<file path="config.mk">
export PLATFORM = sky130hd
export DESIGN_NAME = bram_stream_reader
export DESIGN_NICKNAME = d
export VERILOG_FILES = /design/src/rtl/bram_stream_reader.sv
export SDC_FILE = /design/constraint.sdc
export NUM_CORES = 1
export LEC_CHECK = 0
export ABC_AREA = 1
export CAP_MARGIN = 10
export CELL_PAD_IN_SITES_DETAIL_PLACEMENT = 1
export CELL_PAD_IN_SITES_GLOBAL_PLACEMENT = 2
export CORE_MARGIN = 10
export CORE_UTILIZATION = 32
export CTS_CLUSTER_SIZE = 12
export DETAILED_ROUTE_END_ITERATION = 8
export PLACE_DENSITY_LB_ADDON = 0.15
export SETUP_SLACK_MARGIN = 0.5
export SKIP_CTS_REPAIR_TIMING = 1
export SLEW_MARGIN = 25
export SYNTH_ARGS = -nofsm -noshare
export SYNTH_HDL_FRONTEND = slang
export SYNTH_SLANG_ARGS = --single-unit
export TNS_END_PERCENT = 1
</file>
<file path="constraint.sdc">
create_clock -name CLK -period 2.3 [get_ports CLK]
set_input_delay 0.575 -clock CLK [delete_from_list [all_inputs] [get_ports CLK]]
set_output_delay 0.575 -clock CLK [all_outputs]
set_load 0.05 [all_outputs]
</file>
<file path="src/rtl/bram_stream_reader.sv">
// Read-side controller for the dual-port sample BRAM.
// Drains LENGTH words starting at START_ADDR through a fixed-latency RAM read
// pipeline into a credit-controlled skid FIFO, presented as a valid/ready stream.
// Optional feature: define RAM_READER_ABORT_EN to add ABORT/ABORTED and a FLUSH state.
module bram_stream_reader #(
    parameter int RAM_WIDTH  = 16,
    parameter int ADDR_WIDTH = 10,
    parameter int RD_LATENCY = 2,
    parameter int FIFO_DEPTH = 4
) (
    input  logic                  CLK,
    input  logic                  RST_N,
    input  logic                  START,
    input  logic [ADDR_WIDTH-1:0] START_ADDR,
    input  logic [ADDR_WIDTH:0]   LENGTH,
    output logic                  BUSY,
    output logic                  DONE,
    output logic [ADDR_WIDTH-1:0] RAM_ADDR,
    output logic                  RAM_EN,
    input  logic [RAM_WIDTH-1:0]  RAM_DOUT,
    output logic [RAM_WIDTH-1:0]  M_DATA,
    output logic                  M_VALID,
    input  logic                  M_READY,
    output logic                  M_LAST
`ifdef RAM_READER_ABORT_EN
    ,
    input  logic                  ABORT,
    output logic                  ABORTED
`endif
);

    localparam int PW = $clog2(FIFO_DEPTH);
    localparam int CW = PW + 2;
    localparam logic [ADDR_WIDTH:0]   CNT_ONE  = (ADDR_WIDTH+1)'(1);
    localparam logic [ADDR_WIDTH-1:0] ADDR_ONE = ADDR_WIDTH'(1);
    localparam logic [PW-1:0]         PTR_ONE  = PW'(1);
    localparam logic [PW:0]           FCNT_ONE = (PW+1)'(1);
    localparam logic [CW-1:0]         OCC_MAX  = CW'(FIFO_DEPTH);

    typedef enum logic [1:0] {
        S_IDLE,
        S_ISSUE,
        S_DRAIN
`ifdef RAM_READER_ABORT_EN
        ,
        S_FLUSH
`endif
    } state_t;

    state_t                state_q, state_d;
    logic [ADDR_WIDTH-1:0] addr_q, addr_d;
    logic [ADDR_WIDTH:0]   issue_cnt_q, issue_cnt_d;
    logic [ADDR_WIDTH:0]   out_cnt_q, out_cnt_d;
    logic [RD_LATENCY-1:0] tag_q, tag_d;
    logic [RAM_WIDTH-1:0]  fifo_mem_q [FIFO_DEPTH];
    logic [PW-1:0]         wr_ptr_q, wr_ptr_d;
    logic [PW-1:0]         rd_ptr_q, rd_ptr_d;
    logic [PW:0]           fifo_cnt_q, fifo_cnt_d;
    logic                  done_q, done_d;

    logic [CW-1:0]         inflight;
    logic                  credit_ok;
    logic                  issue;
    logic                  push;
    logic                  pop;
    logic                  fifo_nonempty;
    logic                  last_hs;
    logic                  abort_req;

`ifdef RAM_READER_ABORT_EN
    localparam int FW = $clog2(RD_LATENCY + 1);
    logic [FW-1:0] flush_cnt_q, flush_cnt_d;
    logic          aborted_q, aborted_d;

    assign abort_req = ABORT && ((state_q == S_ISSUE) || (state_q == S_DRAIN));
    assign ABORTED   = aborted_q;
`else
    assign abort_req = 1'b0;
`endif

    // Credit check: words buffered plus reads still in the RAM pipe must fit the FIFO.
    always_comb begin
        inflight      = CW'($countones(tag_q));
        credit_ok     = (CW'(fifo_cnt_q) + inflight) < OCC_MAX;
        issue         = (state_q == S_ISSUE) && credit_ok && !abort_req;
        push          = tag_q[RD_LATENCY-1];
        fifo_nonempty = (fifo_cnt_q != '0);
        pop           = fifo_nonempty && M_READY;
        last_hs       = pop && (out_cnt_q == CNT_ONE);
    end

    assign BUSY     = (state_q != S_IDLE);
    assign DONE     = done_q;
    assign RAM_ADDR = addr_q;
    assign RAM_EN   = (state_q == S_ISSUE) || (state_q == S_DRAIN);
    assign M_DATA   = fifo_mem_q[rd_ptr_q];
    assign M_VALID  = fifo_nonempty;
    assign M_LAST   = fifo_nonempty && (out_cnt_q == CNT_ONE);

    // Next-state logic for the controller, read pipe tags and FIFO pointers.
    always_comb begin
        state_d     = state_q;
        addr_d      = addr_q;
        issue_cnt_d = issue_cnt_q;
        out_cnt_d   = out_cnt_q;
        tag_d       = (tag_q << 1) | RD_LATENCY'(issue);
        wr_ptr_d    = push ? (wr_ptr_q + PTR_ONE) : wr_ptr_q;
        rd_ptr_d    = pop  ? (rd_ptr_q + PTR_ONE) : rd_ptr_q;
        done_d      = 1'b0;
        case ({push, pop})
            2'b10:   fifo_cnt_d = fifo_cnt_q + FCNT_ONE;
            2'b01:   fifo_cnt_d = fifo_cnt_q - FCNT_ONE;
            default: fifo_cnt_d = fifo_cnt_q;
        endcase
`ifdef RAM_READER_ABORT_EN
        flush_cnt_d = flush_cnt_q;
        aborted_d   = 1'b0;
`endif

        if (pop) begin
            out_cnt_d = out_cnt_q - CNT_ONE;
        end

        case (state_q)
            S_IDLE: begin
                if (START) begin
                    if (LENGTH != '0) begin
                        state_d     = S_ISSUE;
                        addr_d      = START_ADDR;
                        issue_cnt_d = LENGTH;
                        out_cnt_d   = LENGTH;
                    end else begin
                        done_d = 1'b1;
                    end
                end
            end
            S_ISSUE: begin
                if (issue) begin
                    addr_d      = addr_q + ADDR_ONE;
                    issue_cnt_d = issue_cnt_q - CNT_ONE;
                    if (issue_cnt_q == CNT_ONE) begin
                        state_d = S_DRAIN;
                    end
                end
            end
            S_DRAIN: begin
                if (last_hs) begin
                    state_d = S_IDLE;
                    done_d  = 1'b1;
                end
            end
`ifdef RAM_READER_ABORT_EN
            S_FLUSH: begin
                flush_cnt_d = flush_cnt_q - FW'(1);
                if (flush_cnt_q == FW'(1)) begin
                    state_d   = S_IDLE;
                    done_d    = 1'b1;
                    aborted_d = 1'b1;
                end
            end
`endif
            default: state_d = S_IDLE;
        endcase

`ifdef RAM_READER_ABORT_EN
        // Abort clears the tags too, so reads already in the RAM pipe are dropped on return.
        if (abort_req) begin
            state_d     = S_FLUSH;
            flush_cnt_d = FW'(RD_LATENCY);
            tag_d       = '0;
            wr_ptr_d    = '0;
            rd_ptr_d    = '0;
            fifo_cnt_d  = '0;
        end
`endif
    end

    // Controller, pipe and pointer registers.
    always_ff @(posedge CLK or negedge RST_N) begin
        if (!RST_N) begin
            state_q     <= S_IDLE;
            addr_q      <= '0;
            issue_cnt_q <= '0;
            out_cnt_q   <= '0;
            tag_q       <= '0;
            wr_ptr_q    <= '0;
            rd_ptr_q    <= '0;
            fifo_cnt_q  <= '0;
            done_q      <= 1'b0;
`ifdef RAM_READER_ABORT_EN
            flush_cnt_q <= '0;
            aborted_q   <= 1'b0;
`endif
        end else begin
            state_q     <= state_d;
            addr_q      <= addr_d;
            issue_cnt_q <= issue_cnt_d;
            out_cnt_q   <= out_cnt_d;
            tag_q       <= tag_d;
            wr_ptr_q    <= wr_ptr_d;
            rd_ptr_q    <= rd_ptr_d;
            fifo_cnt_q  <= fifo_cnt_d;
            done_q      <= done_d;
`ifdef RAM_READER_ABORT_EN
            flush_cnt_q <= flush_cnt_d;
            aborted_q   <= aborted_d;
`endif
        end
    end

    // FIFO storage: capture RAM_DOUT when a read tag emerges from the pipe.
    always_ff @(posedge CLK or negedge RST_N) begin
        if (!RST_N) begin
            fifo_mem_q <= '{default: '0};
        end else if (push) begin
            fifo_mem_q[wr_ptr_q] <= RAM_DOUT;
        end
    end

endmodule

</file>
Word level (Yosys, flattened, before mapping)
Cells that the tools add are included.
Cells by class
  add/subtract/negate cells: 9
  order comparisons: 4
  eq/ne operators: 11
  mux-type cells: 29
  bitwise logic cells: 3
  reduce and logical (&&, ||, !) cells: 14
Operators by type and width (number)
  two-way mux 11 bit: 7
  bitwise mux 64 bit: 1
  two-way mux 16 bit: 3
  binary-select mux 16 bit (select 2 bit): 1
  demux 16 bit (select 2 bit): 1
  two-way mux 10 bit: 3
  == test 11 x 1 -> 1 bit, second input constant: 2
  case mux 11 bit (2 select lines): 1
  subtractor 11 x 1 -> 11 bit, second input constant: 2
  case mux 10 bit (2 select lines): 1
  nonzero test 11 bit: 1
  adder 10 x 1 -> 10 bit, second input constant: 1
  two-way mux 2 bit: 5
  inequality test 2 bit, second input constant: 4
  >= comparator 3 bit, second input constant: 2
  inverter 2 -> 3 bit: 2
  case mux 2 bit (3 select lines): 1
  case mux 3 bit (2 select lines): 1
  nonzero test 2 bit: 3
  logical AND 1 bit: 5
  AND reduction 5 bit: 1
  adder 2 x 1 -> 2 bit, second input constant: 2
  adder 3 x 2 -> 4 bit: 1
  == test 2 x 1 -> 1 bit, second input constant: 2
  other kinds (14): 17
Storage, ports and cells
  bits in registers: 108
  bits of input ports: 41
  output and inout bits: 31
  word-level logic and storage cells: 83

Logic depth before layout (Yosys ltp)
Gate-level depths: netlist (run 1).
  depth in word-level cells: 6
  depth in mapped cells: 10
  gate-level depth less buffers: 10

Least setup slack after synthesis (run 1)
No wires, ideal clock.
  path kind: register to output
  from: register fifo_cnt_q[0]
  to: output M_LAST
  data arrival time: 1.963 ns
  data required time: 1.725 ns
  path slack: -0.238 ns
  cell stages (with the launch flop): 4
  buffers on the path: 0
  path through: dfrtp_1 -> inv_2 -> nand2_2 -> nor3b_1
Between the ends
  longest elaborated chain between the ends: 2
Ends and longest elaborated chain
  from (decl): RTL line 58  | logic [PW:0] fifo_cnt_q, fifo_cnt_d;
  from (signal assigned): RTL line 202  | fifo_cnt_q <= fifo_cnt_d;
  nonzero test 3 bit: RTL line 87  | fifo_nonempty = (fifo_cnt_q != '0);
  named net M_VALID: RTL line 22  | output logic M_VALID,
  logical AND 1 bit: RTL line 98  | assign M_LAST = fifo_nonempty && (out_cnt_q == CNT_ONE);
  to (decl): RTL line 24  | output logic M_LAST
The timed path passes the listed nets, and every way through them passes these cells.

Worst setup path in the final report (run 1)
  from: register rd_ptr_q[0]
  to: output M_DATA[3]
Between the ends
  longest elaborated chain between the ends: 4
Ends and longest elaborated chain
  from (decl): RTL line 57  | logic [PW-1:0] rd_ptr_q, rd_ptr_d;
  from (signal assigned): RTL line 201  | rd_ptr_q <= rd_ptr_d;
  inverter 2 -> 3 bit (implied by the code): RTL line 96  | assign M_DATA = fifo_mem_q[rd_ptr_q];
  binary-select mux 16 bit (select 2 bit): RTL line 96
  two-way mux 16 bit (implied by the code) (2 in series): RTL line 96
  to (decl): RTL line 21  | output logic [RAM_WIDTH-1:0] M_DATA,
No other way between the ends. The select of a mux whose other input is x is not followed.

==> metrics.log, run 1 <==
INFO  metric routed-wl-met2 = 9230 um
INFO  metric layout_min_cycle_time = 2.24 ns
INFO  metric grt_antenna_before_repair = 0
INFO  metric slew_viol_final = 0
INFO  metric maxUsedRoutingLayer = met4
INFO  metric drv_cap = 0
INFO  metric worst_ep_required_time = 1.73 ns
INFO  metric layout-drive-gt1-share = 17.7%
INFO  metric sequential_share_of_the_synthesized_area = 47.5%
INFO  metric floorplan.io_pins = 72
INFO  metric first_global_vias = 5,887
INFO  metric core-area = 0.0174 mm2
INFO  metric num_vias = 5,282
INFO  metric period_share = 97.2%
INFO  metric power.share.combinational = 58.8%
INFO  metric worst_path_max_delay_cell = sky130_fd_sc_hd__dfrtp_2
INFO  metric synth.lib_cells_used.distinct = 34
INFO  metric synth_top_family_by_area = simple AND/OR/NAND/NOR gates
INFO  metric max_slew_margin = 63.0%
INFO  metric rsz0062_at_grt = yes
INFO  metric synthesis.instances = 761
INFO  metric fin_setup_tns = 0 ns
INFO  metric intPower = 0.00667 W
INFO  metric regToRegEndpoint = fifo_cnt_q[2]
INFO  metric post_synth_most_frequent_cells = sky130_fd_sc_hd__nand2_1, sky130_fd_sc_hd__o21ai_0, sky130_fd_sc_hd__dfrtp_1
INFO  metric report.final.hold_viol_count = 0
INFO  metric die_x = 153 um
INFO  metric clock_latency_on_the_worst_skew_pair = 0.35 ns
INFO  metric placementRows = 48
INFO  metric synthesis.yosys.warnings = 0
INFO  metric total_power = 0.0129 W
INFO  metric worst-slew-pin-transition = 0.555 ns
INFO  metric critPathMostFrequentCell = sky130_fd_sc_hd__buf_12
INFO  metric power_density = 1670 mW/mm2
INFO  metric tritoncts_clock_tree = done
INFO  metric place_worst_setup_slack = -0.0115 ns
INFO  metric antenna_cells_inserted = 0
INFO  metric power_leakage = 3.70 nW
INFO  metric cts.sink_count = 108
INFO  metric synthSimpleGateAreaFrac = 27.8%
INFO  metric drt_first_iter_violations = 288
INFO  metric route.detailed.drc = 0
INFO  metric gpl.final_weighted_congestion = 0.816
INFO  metric cts_htree_levels = 3
INFO  metric die_y = 153 um
INFO  metric synthAdderAreaFrac = 3.43%
INFO  metric cp.arrival = 1.66 ns
INFO  metric power.switching = 0.00627 W
INFO  metric synth_area = 0.00569 mm2
INFO  metric numPortBuffers = 71
INFO  metric syn_avg_cell_area = 7.48 um2
INFO  metric synth_most_common_cell = sky130_fd_sc_hd__nand2_1
INFO  metric yosys.area.top_type_share = 47.5%
INFO  metric nNetsFinal = 906
INFO  metric drt-total-wl = 17,900 um
INFO  metric post_synth_xor_area_fraction = 0.770%
INFO  metric reg2reg_slack = 0.56 ns
INFO  metric number_of_enable_flip_flop_cells_after_synthesis = 0
INFO  metric yosys_register_bits = 108
INFO  metric syn2layout_area_growth = 36.0%
INFO  metric wl_met1 = 8120 um
INFO  metric routedWlPerCell = 16.6 um
INFO  metric share_of_cell_area_taken_by_muxes_after_synthesis = 0%
INFO  metric crit-reg2reg-launch = fifo_cnt_q[0]
INFO  metric clock-skew-final = 0.00648 ns
INFO  metric worst_path_largest_cell_delay = 0.47 ns
INFO  metric setup-violations-final = 0
INFO  metric power.ir.vdd_worst = 1.02 mV
INFO  metric cts-buffers-inserted = 9
INFO  metric ys_async_sr_fraction = 100%
INFO  metric fill_cell_instance_count_of_the_final_layout = 2,074
INFO  metric ff2ff_path_depth = 8
INFO  metric grt_util_all_layers = 15.0%
INFO  metric ant_nets = 0
INFO  metric synth_area_leaders = sky130_fd_sc_hd__dfrtp_1, sky130_fd_sc_hd__nand2_1, sky130_fd_sc_hd__o21ai_0
INFO  metric dp.final_hpwl = 12,800 um
INFO  metric worst-path-buf-inv = 4
INFO  metric postSynthNetCount = 817
INFO  metric grt.overflow.total = 0
INFO  metric floorplan.die_area = 0.0235 mm2
INFO  metric timing.critical_path.from_type = flop
INFO  metric clockRootBuffer = sky130_fd_sc_hd__clkbuf_16
INFO  metric yosysTopAreaCell = sky130_fd_sc_hd__dfrtp_1
INFO  metric clkSlewWorstSetupHoldPaths = 0.08 ns
INFO  metric swShare = 48.5%
INFO  metric grt_max_degree = 41
INFO  metric synth_compound_gate_area_share = 13.3%
INFO  metric cp_top_family = buffers and inverters
INFO  metric clock_power_share = 12.5%
INFO  metric biggest_fanout_along_the_worst_timing_path = 8
INFO  metric status = complete, no violations
INFO  metric initial_core_util = 32.8%
INFO  metric worstHoldPathType = input port to asynchronous set/reset pin
INFO  metric met3_wirelength = 431 um
INFO  metric ys_dominant_reg_cell = sky130_fd_sc_hd__dfrtp_1
INFO  metric clock_tree.buffer_depth = 2
INFO  metric endpoint_kind = output pin
INFO  metric final.setup.worst_slack = 0.0633 ns
INFO  metric routed_via_density = 4.89
INFO  metric global_route_wire_length_before_repair = 29,600 um
INFO  metric fmaxAchievable = 0.447 GHz
INFO  metric dr.pass1.iters = 4
INFO  metric path_class = flop to output pin
INFO  metric cp_cell_sequence = clkinvlp_4 -> buf_12 -> buf_12 -> o21ai_2 -> o22ai_4 -> buf_6
INFO  metric seq_power_share = 28.7%
flip-flops by register name, indices dropped and copies added, names as in the netlist:
signal,count
DONE,1
RAM_ADDR,10
fifo_cnt_q,3
fifo_mem_q,64
issue_cnt_q,11
out_cnt_q,11
rd_ptr_q,2
state_q,2
tag_q,2
wr_ptr_q,2
worst max path at each step:
stage               cells past startpoint  slack, ns             to         from
finish                                  6       0.06      M_DATA[3]  rd_ptr_q[0]
global route                            6      -0.02     M_DATA[14]  rd_ptr_q[0]
CTS                                     5      -0.08      M_DATA[7]  rd_ptr_q[0]
detailed placement                      9      -0.01  fifo_cnt_q[2]      M_READY
floorplan                               8       0.48  fifo_cnt_q[2]      M_READY
global placement                        9       0.03  fifo_cnt_q[2]      M_READY
layer usage:
| layer | global-route usage (%) | vias up |
|---|---|---|
| met1 | 18.3 | 2593 |
| met4 | 4.54 | 0 |
| met2 | 26.7 | 71 |
| li1 | - | 2605 |
| met5 | 0 | - |
| met3 | 2.27 | 13 |
cells by family (layout without fill, tap and decap cells):
family	Yosys count	after routing
AO/OA/AOI/OAI	142	142
XOR/XNOR	5	5
adder cells (fa/ha/maj)	15	15
buffers and inverters	100	194
flip-flops	108	108
AND/OR/NAND/NOR	391	391
metrics by stage:
| step | area (um2) | hold slack (ns) | utilization (%) | std cells |
|---|---|---|---|---|
| global route | 7740 | 0.230 | 44.6 | 1080 |
| CTS | 7330 | 0.225 | 42.2 | 1070 |
| global placement | 7030 | 0.372 | 40.5 | 1054 |
| finish | 7740 | 0.207 | 44.6 | 1080 |
| floorplan | 5950 | 0.279 | - | 761 |
| detailed placement | 7030 | 0.369 | 40.5 | 1054 |
area by class of cell:
cell class | count | area (um2) | area share (%)
Clock buffer | 11 | 243 | 3.14
Inverter | 69 | 265 | 3.43
Sequential cell | 108 | 2710 | 35.0
Tap cell | 225 | 282 | 3.64
Multi-Input combinational cell | 553 | 3020 | 39.0
Clock inverter | 5 | 58.8 | 0.760
Timing Repair inverter | 1 | 7.51 | 0.0970
Timing Repair Buffer | 108 | 1160 | 14.9
cell usage in the layout (no fill, tap or decap), types with 3 or more instances in the layout:
cell	n
sky130_fd_sc_hd__o21ai_2	4
sky130_fd_sc_hd__buf_4	30
sky130_fd_sc_hd__clkinvlp_4	4
sky130_fd_sc_hd__o21ai_4	10
sky130_fd_sc_hd__o21ai_0	83
sky130_fd_sc_hd__buf_6	16
sky130_fd_sc_hd__dfrtp_1	105
sky130_fd_sc_hd__ha_1	12
sky130_fd_sc_hd__nor3_1	4
sky130_fd_sc_hd__dfrtp_2	3
sky130_fd_sc_hd__clkdlybuf4s50_1	46
sky130_fd_sc_hd__dlymetal6s2s_1	4
sky130_fd_sc_hd__nand2_1	250
sky130_fd_sc_hd__inv_1	59
sky130_fd_sc_hd__a21oi_1	6
sky130_fd_sc_hd__nand4_1	6
sky130_fd_sc_hd__buf_12	10
sky130_fd_sc_hd__inv_2	8
sky130_fd_sc_hd__xor2_1	3
sky130_fd_sc_hd__nor2_2	15
sky130_fd_sc_hd__o22ai_4	16
sky130_fd_sc_hd__nor2_1	58
sky130_fd_sc_hd__or2_2	5
sky130_fd_sc_hd__o21ai_1	17
sky130_fd_sc_hd__nor2_4	4
sky130_fd_sc_hd__clkbuf_16	10
sky130_fd_sc_hd__nand2_2	3
sky130_fd_sc_hd__nand3_1	40
power by group through the flow:
stage	registers [W]	logic (W)	clock network, W
finish	0.00371	0.00760	0.00162
global route	0.00387	0.00836	0.00177
CTS	0.00360	0.00692	0.00167
detailed placement	0.00362	0.00689	0
global placement	0.00357	0.00668	0
floorplan	0.00366	0.00473	0
worst register-to-register path, cell delays in order (launching register included):
cell and delay [ns]:
sky130_fd_sc_hd__dfrtp_1 0.42, sky130_fd_sc_hd__inv_2 0.10, sky130_fd_sc_hd__a21oi_4 0.17, sky130_fd_sc_hd__ha_2 0.18
sky130_fd_sc_hd__inv_2 0.05, sky130_fd_sc_hd__fa_2 0.35, sky130_fd_sc_hd__a21oi_1 0.13, sky130_fd_sc_hd__o21ai_1 0.09
sky130_fd_sc_hd__xnor2_1 0.13
Power figures use the tool's default switching activity.
==> inputs of run 2 (changes only) <==
Settings changed: ABC_AREA 1 to unset, CORE_UTILIZATION 32 to 40.
Clock period 2.3 ns to 2.9 ns, I/O delays scaled along.
==> run 2 against run 1 <==
  * Global-route usage is 0.39 points higher
  * Core utilization is 6.1 points higher
  * Final cell count is 34% lower
==> metrics.log, run 2 <==
INFO  metric ys_async_sr_fraction = 100%
INFO  metric worst-path-buf-inv = 2
INFO  metric cp_top_family = simple AND/OR/NAND/NOR gates
INFO  metric global_route_wire_length_before_repair = 22,700 um
INFO  metric cts-buffers-inserted = 9
INFO  metric total_power = 0.00865 W
INFO  metric power_leakage = 2.79 nW
INFO  metric cp_cell_sequence = inv_2 -> ha_4 -> or4b_4 -> nor4b_4 -> buf_12
INFO  metric grt_max_degree = 42
INFO  metric synthesis.yosys.warnings = 0
INFO  metric ys_dominant_reg_cell = sky130_fd_sc_hd__dfrtp_1
INFO  metric cts.sink_count = 108
INFO  metric synth_area_leaders = sky130_fd_sc_hd__dfrtp_1, sky130_fd_sc_hd__mux2_2, sky130_fd_sc_hd__mux4_2
INFO  metric power_density = 1280 mW/mm2
INFO  metric sequential_share_of_the_synthesized_area = 49.7%
INFO  metric dp.final_hpwl = 9890 um
INFO  metric tritoncts_clock_tree = done
INFO  metric setup-violations-final = 0
INFO  metric synth_most_common_cell = sky130_fd_sc_hd__dfrtp_1
INFO  metric number_of_enable_flip_flop_cells_after_synthesis = 0
INFO  metric floorplan.die_area = 0.0187 mm2
INFO  metric biggest_fanout_along_the_worst_timing_path = 4
INFO  metric syn_avg_cell_area = 12.1 um2
INFO  metric drt_first_iter_violations = 137
INFO  metric fmaxAchievable = 0.364 GHz
INFO  metric die_y = 137 um
INFO  metric crit-reg2reg-launch = fifo_cnt_q[0]
INFO  metric worst_path_largest_cell_delay = 0.48 ns
INFO  metric route.detailed.drc = 0
INFO  metric routedWlPerCell = 19.2 um
INFO  metric grt_antenna_before_repair = 0
INFO  metric clockRootBuffer = sky130_fd_sc_hd__clkbuf_16
INFO  metric status = complete, no violations
INFO  metric dr.pass1.iters = 4
INFO  metric worst-slew-pin-transition = 0.821 ns
INFO  metric yosysTopAreaCell = sky130_fd_sc_hd__dfrtp_1
INFO  metric layout-drive-gt1-share = 29.0%
INFO  metric cts_htree_levels = 3
INFO  metric drv_cap = 0
INFO  metric period_share = 94.8%
INFO  metric synth.lib_cells_used.distinct = 58
INFO  metric syn2layout_area_growth = 23.9%
INFO  metric postLayoutCoreUtil = 50.7%
INFO  metric mostFrequentLayoutCell = sky130_fd_sc_hd__dfrtp_1
INFO  metric clock_tree.buffer_depth = 2
INFO  metric gpl.final_weighted_congestion = 0.819
INFO  metric clock_latency_on_the_worst_skew_pair = 0.36 ns
INFO  metric nNetsFinal = 586
INFO  metric reg2reg_slack = 0.41 ns
INFO  metric slew_viol_final = 0
INFO  metric registers.top_by_ff_count = fifo_mem_q
INFO  metric layout_common_cells = sky130_fd_sc_hd__dfrtp_1, sky130_fd_sc_hd__mux2_2, sky130_fd_sc_hd__clkdlybuf4s50_1
INFO  metric layout_min_cycle_time = 2.75 ns
INFO  metric ant_nets = 0
INFO  metric yosys.area.top_type_share = 49.7%
INFO  metric critical_path.endpoint = M_LAST
INFO  metric grt_util_all_layers = 15.4%
INFO  metric drt-total-wl = 13,600 um
INFO  metric place_worst_setup_slack = 0.0697 ns
INFO  metric worst_ep_required_time = 2.17 ns
INFO  metric number_of_flip_flops_in_the_largest_register = 64
INFO  metric clkSlewWorstSetupHoldPaths = 0.07 ns
INFO  metric first_global_vias = 4,312
INFO  metric routed_via_density = 5.50
INFO  metric ff2ff_path_depth = 6
INFO  metric synth_area = 0.00544 mm2
INFO  metric postSynthNetCount = 506
INFO  metric rsz0062_at_grt = yes
INFO  metric critical_path_depth = 5
INFO  metric cp.arrival = 2.03 ns
INFO  metric placementRows = 42
INFO  metric post_synth_most_frequent_cells = sky130_fd_sc_hd__dfrtp_1, sky130_fd_sc_hd__mux2_2, sky130_fd_sc_hd__nand2_1
INFO  metric endpoint_kind = output pin
INFO  metric die_x = 137 um
INFO  metric antenna_cells_inserted = 0
INFO  metric worstHoldPathType = input port to asynchronous set/reset pin
INFO  metric power.ir.vdd_worst = 0.441 mV
INFO  metric initial_core_util = 40.9%
INFO  metric synthesis.instances = 450
INFO  metric yosys_register_bits = 108
INFO  metric timing.critical_path.from_type = flop
INFO  metric clock-skew-final = 0.00786 ns
INFO  metric report.final.hold_viol_count = 0
INFO  metric numPortBuffers = 71
INFO  metric floorplan.io_pins = 72
INFO  metric regToRegEndpoint = RAM_ADDR[9]
INFO  metric final.setup.worst_slack = 0.150 ns
INFO  metric worstSetupStartpoint = out_cnt_q[1]
INFO  metric biggestRegsByFlops = fifo_mem_q (64), issue_cnt_q (11), out_cnt_q (11)
INFO  metric path_class = flop to output pin
INFO  metric core-area = 0.0133 mm2
INFO  metric max_slew_margin = 45.1%
INFO  metric worst_path_max_delay_cell = sky130_fd_sc_hd__or4b_4
INFO  metric grt.overflow.total = 0
INFO  metric num_vias = 3,914
-- run 2: worst reg2reg max path: cells and delay by family (launching register included) --
family          cells  cell delay (ns)
compound gates      3             1.25
simple gates        2             0.36
flops               1             0.47
fa+ha+maj           1             0.31
-- run 2: cell type report --
class                   instances  area [um2]
inverters                      18        67.6
well taps                     176         220
fillers                      1384        6560
clock inverters                 6        53.8
flip-flops and latches        108        2700
repair buffers                 90         851
clock buffers                  10         239
multi-input cells             303        2610
-- run 2: stage by stage --
stage	cells	hold WS, ns	instance area [um2]	TNS (ns)
floorplan	450	0.360	5450	0
global placement	692	0.363	6390	0
detailed placement	692	0.374	6390	0
CTS	708	0.368	6690	-0.129
global route	711	0.395	6740	0
finish	711	0.360	6740	0
-- run 2: power by group --
group	internal (W)	switching [W]	leakage (nW)
combinational	0.00194	0.00262	1.38
sequential	0.00228	0.000599	1.27
clock	0.000622	0.000598	0.135
-- run 2: logic make-up (layout without fill, tap and decap cells) --
| family | Yosys count | after routing | synth area share [%] |
|---|---|---|---|
| multiplexers | 82 | 82 | 20.2 |
| adder cells (fa/ha/maj) | 15 | 15 | 3.59 |
| flip-flops | 108 | 108 | 49.7 |
| XOR/XNOR | 16 | 16 | 2.58 |
| buffers and inverters | 39 | 124 | 3.13 |
| AO/OA/AOI/OAI | 74 | 74 | 9.06 |
| AND/OR/NAND/NOR | 116 | 116 | 11.7 |
-- run 2: worst min path at each step --
| stage | endpoint | slack (ns) | depth (start not counted) |
|---|---|---|---|
| 3_5_place_dp | tag_q[1] | 0.37 | 0 |
| 3_3_place_gp | tag_q[1] | 0.36 | 0 |
| 5_1_grt | fifo_mem_q[32] | 0.40 | 1 |
| 4_1_cts | fifo_mem_q[20] | 0.37 | 1 |
| 6_report | fifo_mem_q[32] | 0.36 | 1 |
| 2_1_floorplan | tag_q[1] | 0.36 | 0 |
-- run 2: layer usage --
layer  track usage (%)  wire [um]  up-vias
met5                 0          0        -
li1                  -          -     1805
met1              17.6       5720     2024
met2              27.1       7080       74
met3              4.69        673       11
met4              4.50        168        0
